[src/rtl/keypad_pkg.sv]
// Shared key codes, entry FSM states and key classification for the keypad entry block.
package keypad_pkg;

  localparam logic [3:0] KEY_DIGIT_MAX = 4'h9;
  localparam logic [3:0] KEY_BACK      = 4'hD;
  localparam logic [3:0] KEY_CLEAR     = 4'hE;
  localparam logic [3:0] KEY_ENTER     = 4'hF;

  typedef enum logic [1:0] {
    ENTRY   = 2'd0,
    CONVERT = 2'd1,
    OFFER   = 2'd2
  } entry_state_t;

  function automatic logic is_digit(input logic [3:0] code);
    return code <= KEY_DIGIT_MAX;
  endfunction

endpackage

[src/rtl/keypad_debounce.sv]
// Debounces the scanned {valid,code} stream and emits one pulse per debounced press.
module keypad_debounce #(
  parameter int unsigned DEBOUNCE_CYCLES = 16
) (
  input  logic       clk,
  input  logic       rst,
  input  logic       key_valid,
  input  logic [3:0] key_code,
  output logic       key_press,
  output logic [3:0] key_press_code
);

  localparam int unsigned CNT_W = (DEBOUNCE_CYCLES > 2) ? $clog2(DEBOUNCE_CYCLES) : 1;
  localparam logic [CNT_W-1:0] CNT_MAX = CNT_W'(DEBOUNCE_CYCLES - 1);

  logic [4:0]       sample;
  logic [4:0]       cand;
  logic [4:0]       stable;
  logic [4:0]       stable_d;
  logic [CNT_W-1:0] cnt;
  logic [CNT_W-1:0] cnt_d;
  logic             press_c;

  assign sample = {key_valid, key_code};

  // Debounced state follows the candidate on the same edge the counter saturates.
  always_comb begin
    cnt_d    = cnt;
    stable_d = stable;
    if (sample != cand) begin
      cnt_d = '0;
    end else begin
      if (cnt != CNT_MAX) cnt_d = cnt + CNT_W'(1);
      if (cnt_d == CNT_MAX) stable_d = cand;
    end
  end

  assign press_c = stable_d[4] & ~stable[4];

  always_ff @(posedge clk) begin
    if (rst) begin
      cand           <= '0;
      cnt            <= '0;
      stable         <= '0;
      key_press      <= 1'b0;
      key_press_code <= '0;
    end else begin
      cand      <= sample;
      cnt       <= cnt_d;
      stable    <= stable_d;
      key_press <= press_c;
      if (press_c) key_press_code <= stable_d[3:0];
    end
  end

endmodule

[src/rtl/keypad_entry.sv]
// Keypad digit entry: debounced presses edit a BCD buffer; enter converts it to binary
// over one cycle per digit and offers the result on a valid/ready port.
module keypad_entry
  import keypad_pkg::*;
#(
  parameter int unsigned DEBOUNCE_CYCLES = 16,
  parameter int unsigned MAX_DIGITS      = 3,
  parameter int unsigned VALUE_W         = 10
) (
  input  logic                               clk,
  input  logic                               rst,
  input  logic                               key_valid,
  input  logic [3:0]                         key_code,
  output logic                               key_press,
  output logic [3:0]                         key_press_code,
  output logic [4*MAX_DIGITS-1:0]            disp_bcd,
  output logic [$clog2(MAX_DIGITS+1)-1:0]    disp_count,
  output logic                               busy,
  output logic                               out_valid,
  output logic [VALUE_W-1:0]                 out_value,
  input  logic                               out_ready
);

  localparam int unsigned BUF_W = 4 * MAX_DIGITS;
  localparam int unsigned CNT_W = $clog2(MAX_DIGITS + 1);

  entry_state_t       state;
  entry_state_t       state_d;
  logic [BUF_W-1:0]   buf_d;
  logic [CNT_W-1:0]   count_d;
  logic [CNT_W-1:0]   idx;
  logic [CNT_W-1:0]   idx_d;
  logic [VALUE_W-1:0] acc;
  logic [VALUE_W-1:0] acc_d;
  logic [VALUE_W-1:0] acc_next;
  logic [VALUE_W-1:0] out_value_d;
  logic               out_valid_d;
  logic [3:0]         cur_digit;

  keypad_debounce #(
    .DEBOUNCE_CYCLES(DEBOUNCE_CYCLES)
  ) u_debounce (
    .clk           (clk),
    .rst           (rst),
    .key_valid     (key_valid),
    .key_code      (key_code),
    .key_press     (key_press),
    .key_press_code(key_press_code)
  );

  // Horner step, oldest digit first: acc*10 + digit without a multiplier.
  assign cur_digit = 4'(disp_bcd >> {idx, 2'b00});
  assign acc_next  = (acc << 3) + (acc << 1) + VALUE_W'(cur_digit);

  always_comb begin
    state_d     = state;
    buf_d       = disp_bcd;
    count_d     = disp_count;
    idx_d       = idx;
    acc_d       = acc;
    out_valid_d = out_valid;
    out_value_d = out_value;
    case (state)
      ENTRY: begin
        if (key_press) begin
          if (is_digit(key_press_code)) begin
            if (disp_count < CNT_W'(MAX_DIGITS)) begin
              buf_d   = (disp_bcd << 4) | BUF_W'(key_press_code);
              count_d = disp_count + CNT_W'(1);
            end
          end else if (key_press_code == KEY_BACK) begin
            if (disp_count != '0) begin
              buf_d   = disp_bcd >> 4;
              count_d = disp_count - CNT_W'(1);
            end
          end else if (key_press_code == KEY_CLEAR) begin
            buf_d   = '0;
            count_d = '0;
          end else if (key_press_code == KEY_ENTER) begin
            if (disp_count != '0) begin
              state_d = CONVERT;
              acc_d   = '0;
              idx_d   = disp_count - CNT_W'(1);
            end
          end
        end
      end
      CONVERT: begin
        acc_d = acc_next;
        if (idx == '0) begin
          state_d     = OFFER;
          out_valid_d = 1'b1;
          out_value_d = acc_next;
        end else begin
          idx_d = idx - CNT_W'(1);
        end
      end
      OFFER: begin
        if (out_ready) begin
          state_d     = ENTRY;
          out_valid_d = 1'b0;
          buf_d       = '0;
          count_d     = '0;
        end
      end
      default: state_d = ENTRY;
    endcase
  end

  always_ff @(posedge clk) begin
    if (rst) begin
      state      <= ENTRY;
      disp_bcd   <= '0;
      disp_count <= '0;
      idx        <= '0;
      acc        <= '0;
      busy       <= 1'b0;
      out_valid  <= 1'b0;
      out_value  <= '0;
    end else begin
      state      <= state_d;
      disp_bcd   <= buf_d;
      disp_count <= count_d;
      idx        <= idx_d;
      acc        <= acc_d;
      busy       <= (state_d != ENTRY);
      out_valid  <= out_valid_d;
      out_value  <= out_value_d;
    end
  end

endmodule

[config.mk]
export PLATFORM = sky130hd
export DESIGN_NAME = keypad_entry
export DESIGN_NICKNAME = d
export VERILOG_FILES = /design/src/rtl/keypad_pkg.sv /design/src/rtl/keypad_debounce.sv /design/src/rtl/keypad_entry.sv
export SDC_FILE = /design/constraint.sdc
export NUM_CORES = 1
export LEC_CHECK = 0
export ABC_AREA = 1
export CORE_ASPECT_RATIO = 0.8
export CORE_MARGIN = 1
export CORE_UTILIZATION = 55
export DETAILED_ROUTE_END_ITERATION = 6
export DONT_BUFFER_PORTS = 1
export PLACE_DENSITY_LB_ADDON = 0.1
export SLEW_MARGIN = 20
export SYNTH_ARGS = -nofsm -noshare
export SYNTH_HDL_FRONTEND = slang
export SYNTH_HIERARCHICAL = 1
export SYNTH_SLANG_ARGS = --single-unit
[constraint.sdc]
create_clock -name clk -period 7.1 [get_ports clk]
set_input_delay 0.355 -clock clk [delete_from_list [all_inputs] [get_ports clk]]
set_output_delay 0.355 -clock clk [all_outputs]
set_load 0.05 [all_outputs]
==> summary.md, run 1 <==
| Metric | Value |
|---|---|
| 1st-iter DRT viols | `~130` |
| Non-filler cells, final | `around 600` |
| Final WL | `around 7400 um` |
| Power per Cell Area | `181 nW/um^2` |
| Maximum clock frequency | `~0.36 GHz` |
| Main synth FF type | `dfxtp_1` |
| Clock-pin slew on the worst setup and hold paths | `roughly 0.070 ns` |
| Clock power share | `0.479` |
| WL/cell | `12.4 um` |
| VDD IR-drop max | `between 0.1 and 0.15 mV` |
| DP HPWL | `5450 um` |
| Layout fillers | `around 560` |
| Most used cell, CP | `nand2_1` |
| Clock root buffer | `clkbuf_8` |
| Worst hold path type | `input port to flop` |
| Crit end category | `flop` |
| P_leak | `between 0.0015 and 0.002 uW` |
| Vias in the first global route | `about 2.8k` |
| Most common cell in the netlist | `nand2_1` |
| Hold_buf cts | `0` |
| Largest net degree at the start of global routing | `30` |
| ANT cells | `0` |
| Num CTS Buffers | `9` |
| FP Rows | `25` |
| Post-Syn Instances | `510` |
| Drt drc | `0` |
| Avg Inst Size Synth | `between 6 and 7 um^2` |
| DRT Pass-1 Iters | `4` |
| Vias per cell | `5.13` |
| RSZ-0062 raised after global routing | `false` |
| Least-Margin Pin Slew | `roughly 0.82 ns` |
| Outcome | `complete, no violations` |
| Layout cells sized above 1 | `0.0893` |
| Delay-heaviest family, CP | `adder cells` |
| Clock sink total | `a little under 60` |
| Top Layer Used | `met4` |
| Setup TNS | `0 ns` |
| Core Area | `roughly 5900 um^2` |
| Chip Width | `just under 90 um` |
| Metal2 WL | `3090 um` |
| Largest area contributor in the netlist | `dfxtp_1` |
| Slew margin rel. | `0.452` |
| First-pass GRT wire length | `around 13,000 um` |
| Synth top area share | `0.344` |
| GPL Wtd Cong | `~0.87` |
| YS warnings | `6` |
| Top cells by count, synth | `nand2_1 (168), inv_1 (66), nor2_1 (63)` |
| Die area | `around 6400 um^2` |
| Crit path kind | `flop to flop` |
| CP required | `around 7.3 ns` |
| Placed insts | `580` |
| Logic pwr share | `0.020` |
| Seq/Total Area, Yosys | `0.344` |
| Hold Vio Cnt, Final | `0` |
| # setup viols final | `0` |
| Top cells by area, synth | `dfxtp_1 (34%), nand2_1 (19%), inv_1 (7.3%), nor2_1 (7.0%), ha_1 (6.7%)` |
| Setup crit start kind | `flop` |
| Psw | `144 uW` |
| CTS max path bufs | `2` |
| Syn_nets | `~540` |
| Initial antenna violation count | `0` |
| Max-cap viol count | `0` |
| Die Y | `around 70 um` |
| Slowest CP cell | `dfxtp_1` |
| Overflow after GRT | `0` |
| Netlist area before placement | `around 3400 um^2` |
| Cts repair resizes | `0` |
| Source-to-sink clock delay at the later pin of the worst-skew pair | `approximately 0.34 ns` |
| CTS tree | `built` |
| Initial Util | `0.570` |
| Yosys cell types | `30` |
| Cell Chain, Critical Path | `inv_1 > o21ai_0 > o221ai_1 > fa_1 > fa_1 > inv_1 > nand3_1 > nand2_1 > nand2_1 > nand2_1 > nand2_1 > o211ai_1 > inv_1` |
| Layout Skew | `a little under 0.007 ns` |
| CP Buf/Inv Count | `3` |
| Max incr delay on CP | `between 0.6 and 0.7 ns` |
| I/O pin cnt | `39` |
| Remaining antenna violation count | `0` |
| Via count | `around 3.1k` |
| Routed length on met3 | `approximately 450 um` |
| Pins Over Slew Limit | `0` |
| Tcrit/Tclk final | `0.395` |
| All-Layer GR Usage | `0.260` |
| Met1 WL | `about 3800 um` |
| CP max FO | `3` |
| Sequential Power Share | `0.502` |
| Critical Path AT | `3.04 ns` |
| Switch share | `0.220` |
| H-Tree Depth | `3` |
| Port buffer count | `0` |
| Int Pwr | `510 uW` |
| Final Critical Period | `between 2 and 3 ns` |
| Ys async rst share | `0` |
| Postcts setup bufs | `0` |
| Flops & latches, synth | `just under 60` |
| P&R area growth vs syn | `7.28%` |
| Post-synth EDFFs | `0` |
| Final net count | `approximately 540` |
## layer usage
metal  global-route usage  up-vias
li1                     -     1593
met1                0.357     1386
met2                0.386       72
met3               0.0967        4
met4               0.0617        0
met5                    0        -
## flip-flops by register name, summed over array words and instances (netlist names)
| signal | count |
|---|---|
| u_debounce/key_press | 1 |
| state | 2 |
| out_valid | 1 |
| busy | 1 |
| disp_bcd | 12 |
| disp_count | 2 |
| idx | 2 |
| acc | 9 |
| u_debounce/stable | 5 |
| u_debounce/key_press_code | 4 |
| out_value | 10 |
| u_debounce/cand | 5 |
| u_debounce/cnt | 4 |
## power by group through the flow
stage	combinational (uW)	sequential, uW	clock [uW]
floorplan	12.7	335	0
global placement	12.6	335	0
detailed placement	12.8	335	0
CTS	12.9	328	322
global route	15.0	328	335
finish	12.9	328	313
## cell usage in the layout (no fill, tap or decap), drive strengths merged
| master | netlist | layout |
|---|---|---|
| o211ai | 3 | 3 |
| clkinv | 2 | 5 |
| nand4 | 6 | 6 |
| clkbuf | 6 | 11 |
| dfxtp | 58 | 58 |
| nand3b | 4 | 4 |
| ha | 18 | 18 |
| clkinvlp | 0 | 1 |
| or2 | 1 | 1 |
| o221ai | 1 | 1 |
| xnor2 | 2 | 2 |
| a21oi | 25 | 25 |
| nor2 | 76 | 76 |
| nand2 | 174 | 174 |
| inv | 70 | 70 |
| o21a | 3 | 3 |
| fa | 2 | 2 |
| nand3 | 35 | 35 |
| nor3 | 4 | 4 |
| bufinv | 0 | 1 |
| o21ai | 15 | 15 |
## path summary, 6_finish.rpt
check	from	cells after the start	slack [ns]	to
setup reg to reg	disp_bcd[11]	13	4.30	out_value[6]
hold reg to reg	acc[7]	2	0.49	acc[7]
setup / recovery	disp_bcd[11]	13	4.30	out_value[6]
hold / removal	rst	1	0.08	u_debounce/cand[2]
## metrics by stage
step / util / total power, uW / hold slack (ns) / area (um^2) / setup slack, ns
after CTS: 0.612 / 663 / 0.0579 / 3620 / 4.28
after detailed placement: 0.577 / 348 / 0.431 / 3410 / 4.30
final: 0.612 / 654 / 0.0777 / 3620 / 4.30
after global placement: 0.577 / 348 / 0.426 / 3410 / 4.36
after global routing: 0.612 / 678 / 0.0438 / 3620 / 4.05
after floorplan: - / 348 / 0.432 / 3370 / 4.54
## cell type report
cell class,instances,area (um^2),area share
Inverter,72,270,0.0747
Clock buffer,11,151,0.0419
Sequential cell,58,1160,0.321
Clock inverter,5,52.6,0.0145
Tap cell,81,101,0.0280
Multi-Input combinational cell,369,1880,0.520
## cell families (layout without fill, tap and decap cells)
family | count (synthesis) | count (layout) | synth area share
fa+ha+maj | 20 | 20 | 0.0787
flops | 58 | 58 | 0.344
xor+xnor | 2 | 2 | 0.00520
simple gates | 300 | 300 | 0.396
buf+inv | 83 | 88 | 0.0980
compound gates | 47 | 47 | 0.0776
Power figures use the tool's default switching activity.
==> run 2: changes to the inputs <==
--- a/config.mk
+++ b/config.mk
@@ -5,7 +5,7 @@
 export SDC_FILE = /design/constraint.sdc
 export NUM_CORES = 1
 export LEC_CHECK = 0
-export ABC_AREA = 1
+export ABC_AREA = 0
 export CORE_ASPECT_RATIO = 0.8
 export CORE_MARGIN = 1
 export CORE_UTILIZATION = 55
==> constraint.sdc (replaced) <==
create_clock -name clk -period 2.7 [get_ports clk]
set_input_delay 0.135 -clock clk [delete_from_list [all_inputs] [get_ports clk]]
set_output_delay 0.135 -clock clk [all_outputs]
set_load 0.05 [all_outputs]
==> summary.md, run 2 <==
| Metric | Value |
|---|---|
| Outcome | `finished with violations` |
| Failing checks | `DRC` |
| # setup viols final | `0 (unchanged)` |
| Syn_nets | `363 (-33%)` |
| ANT cells | `0 (unchanged)` |
| Final Util | `0.670 (+0.0588)` |
| Largest family of logic cells by synthesized area | `simple AND/OR/NAND/NOR gates` |
| Hold Vio Cnt, Final | `0 (unchanged)` |
| Power per Cell Area | `404 nW/um^2 (+120%)` |
| Vias in the first global route | `2,246 (-19%)` |
| Post-synthesis adder-cell area fraction | `0.0876 (+0.00895)` |
| WL/cell | `16.3 um (+32%)` |
| Core Area | `5150 um^2 (-13%)` |
| Yosys cell types | `61 (+100%)` |
| CP max FO | `3 (unchanged)` |
| Clock root buffer | `clkbuf_8` |
| Layout fillers | `435 (-22%)` |
| I/O pin cnt | `39 (unchanged)` |
| Post-Syn Instances | `335 (-34%)` |
| YS warnings | `6 (unchanged)` |
| Pins Over Slew Limit | `0 (unchanged)` |
| Max FFs per register | `12 (unchanged)` |
| Top Registers | `disp_bcd: 12 flops, out_value: 10 flops, acc: 9 flops` |
| Layout Skew | `0.00964 ns (+0.00269 ns)` |
| VDD IR-drop max | `0.310 mV (+160%)` |
| Most common cell after layout, fill and taps aside | `dfxtp_1` |
| Drt drc | `3 (+3)` |
| Source-to-sink clock delay at the later pin of the worst-skew pair | `0.31 ns (-0.03 ns)` |
| H-Tree Depth | `2 (-1)` |
| Post-Synth Simple-Gate Area | `0.232 (-0.164)` |
| Post-synth EDFFs | `0 (unchanged)` |
| Slew margin rel. | `0.537 (+0.0843)` |
| Post-synthesis mux area share | `0.0434 (+0.0434)` |
| Vias per cell | `5.86 (+14%)` |
| Netlist area before placement | `3030 um^2 (-10%)` |
| Most common cell in the netlist | `dfxtp_1` |
| Remaining antenna violation count | `0 (unchanged)` |
| CP required | `2.91 ns (-4.42 ns)` |
| Final net count | `389 (-28%)` |
| 1st-iter DRT viols | `146 (+9.8%)` |
| Post-synthesis compound-gate area fraction | `0.203 (+0.126)` |
| Most frequent cells in the layout | `dfxtp_1 (50), nand2_1 (35), buf_4 (26)` |
| Die Y | `68.4 um (-5.1%)` |
| Seq/Total Area, Yosys | `0.357 (+0.0127)` |
| Final Critical Period | `2.67 ns (-0.134 ns)` |
| Least-Margin Pin Slew | `0.690 ns (-0.131 ns)` |
| Via count | `2,484 (-19%)` |
| Crit end category | `flop` |
| Initial antenna violation count | `0 (unchanged)` |
| Avg Inst Size Synth | `9.03 um^2 (+37%)` |
| Chip Width | `84.9 um (-5.1%)` |
| All-Layer GR Usage | `0.253 (-0.00695)` |
| Clock-pin slew on the worst setup and hold paths | `0.10 ns (+0.03 ns)` |
| Top cells by area, synth | `dfxtp_1 (36%), ha_1 (7.4%), nand2_1 (4.3%), mux2i_1 (4.0%), nor2_1 (2.6%)` |
| Port buffer count | `0 (unchanged)` |
| Num CTS Buffers | `5 (-4)` |
| First-pass GRT wire length | `11,300 um (-11%)` |
| DP HPWL | `4900 um (-10%)` |
| Initial Util | `0.588 (+0.0174)` |
| Critical Path AT | `2.88 ns (-0.16 ns)` |
| Flops & latches, synth | `54 (-6.9%)` |
| Power, Total | `1400 uW (+110%)` |
| Maximum clock frequency | `0.374 GHz (+5.0%)` |
| CTS tree | `built` |
| Max-cap viol count | `0 (unchanged)` |
| Overflow after GRT | `0 (unchanged)` |
| P&R area growth vs syn | `14.1%` |
| DRT Pass-1 Iters | `6 (+2)` |
| Top cells by count, synth | `dfxtp_1 (54), nand2_1 (35), nor2_1 (21)` |
| Largest area contributor in the netlist | `dfxtp_1` |
| Post-Synth XOR/XNOR Area | `0.0347 (+0.0295)` |
| Setup TNS | `0 ns (unchanged)` |
| Reg with most FFs | `disp_bcd` |
| Crit path kind | `flop to flop` |
| Final WL | `6930 um (-6.2%)` |
| GPL Wtd Cong | `0.857 (-1.5%)` |
| Die area | `5810 um^2 (-10%)` |
| Worst hold path type | `input port to flop` |
| Tcrit/Tclk final | `0.989 (+0.594)` |
| P_leak | `0.00135 uW (-17%)` |
| Setup crit start kind | `flop` |
| Synth top area share | `0.357 (+0.0127)` |
| RSZ-0062 raised after global routing | `true` |
| Layout cells sized above 1 | `0.191 (+0.101)` |
| Main synth FF type | `dfxtp_1` |
| Clock sink total | `54 (-6.9%)` |
| Ys async rst share | `0 (unchanged)` |
| CTS max path bufs | `2 (unchanged)` |
| Largest net degree at the start of global routing | `35 (+17%)` |
| FP Rows | `23 (-8.0%)` |
[run 2: cell count changes in the layout (fill, tap and decap cells not counted), sizes merged, moves of 11 or more]
cell    change
nand2     -138
inv        -53
nor2       -52
buf        +28
nand3      -22
mux2i      +12
nand2b     +11
nor2b      +11
[run 2: final cells by class]
| cell class | count | area (um^2) | area share |
|---|---|---|---|
| clock buffers | 6 | 72.6 | 0.0210 |
| clock inverters | 2 | 37.5 | 0.0109 |
| inverters | 17 | 63.8 | 0.0185 |
| multi-input cells | 250 | 1840 | 0.533 |
| flip-flops and latches | 54 | 1090 | 0.314 |
| well taps | 62 | 77.6 | 0.0225 |
| repair buffers | 33 | 277 | 0.0801 |
[run 2: power breakdown]
group	internal, uW	switching [uW]	leakage [uW]
clock network	277	267	0.0000514
registers	800	3.57	0.000438
logic	19.7	27.7	0.000857
total	1100	299	0.00135
[run 2: critical path, stage by stage (launching register included)]
cell and delay [ns]:
dfxtp_2 0.37, buf_6 0.11, mux2i_1 0.17, o21ai_1 0.09, ha_1 0.28, ha_2 0.18, inv_2 0.04, fa_2 0.36
nor2b_2 0.14, o31a_1 0.21, nor4_2 0.05, a311oi_1 0.20, buf_4 0.16, a2bb2o_4 0.20
[run 2: metrics by stage]
stage / instances / hold slack, ns / cell area [um^2] / setup slack [ns]
5_1_grt: 424 / 0.00558 / 3450 / -0.146
3_5_place_dp: 404 / 0.208 / 3210 / -0.0764
6_report: 424 / 0.000947 / 3450 / 0.0294
3_3_place_gp: 404 / 0.204 / 3210 / -0.0105
2_1_floorplan: 335 / 0.263 / 3040 / 0.00654
4_1_cts: 422 / 0.00238 / 3430 / 0.00280
[run 2: cell families (layout without fill, tap and decap cells)]
logic type | after synthesis | in the layout
and+or+nand+nor | 130 | 130
xor gates and xnor gates | 12 | 12
AOI/OAI and AO/OA | 75 | 75
DFF | 54 | 54
adders and majority gates | 20 | 20
muxes | 13 | 13
buffers and inverters | 31 | 58
[run 2: timing repair]
| item | 4_1_cts | 5_1_grt |
|---|---|---|
| setup buffers | 4 | 2 |
| hold buffers | 6 | 0 |
| hold endpoints to repair | 30 | 0 |
| endpoints found under the setup margin | 2 | 2 |
| resized for setup | 6 | 3 |
| pin swaps | 5 | 7 |
[run 2: final timing paths]
check / startpoint / end / slack [ns] / cells past startpoint
min reg2reg: u_debounce/stable[4] / u_debounce/key_press / 0.47 / 1
max: idx[0] / acc[8] / 0.03 / 13
min: rst / u_debounce/key_press_code[3] / 0.0009 / 2
max reg2reg: idx[0] / acc[8] / 0.03 / 13
[run 2: metal layers]
metal	vias up	wire [um]	GRT usage
met2	75	2930	0.392
met1	1152	3380	0.347
met5	-	0	0
met3	8	543	0.0700
li1	1249	-	-
met4	0	76	0.0699
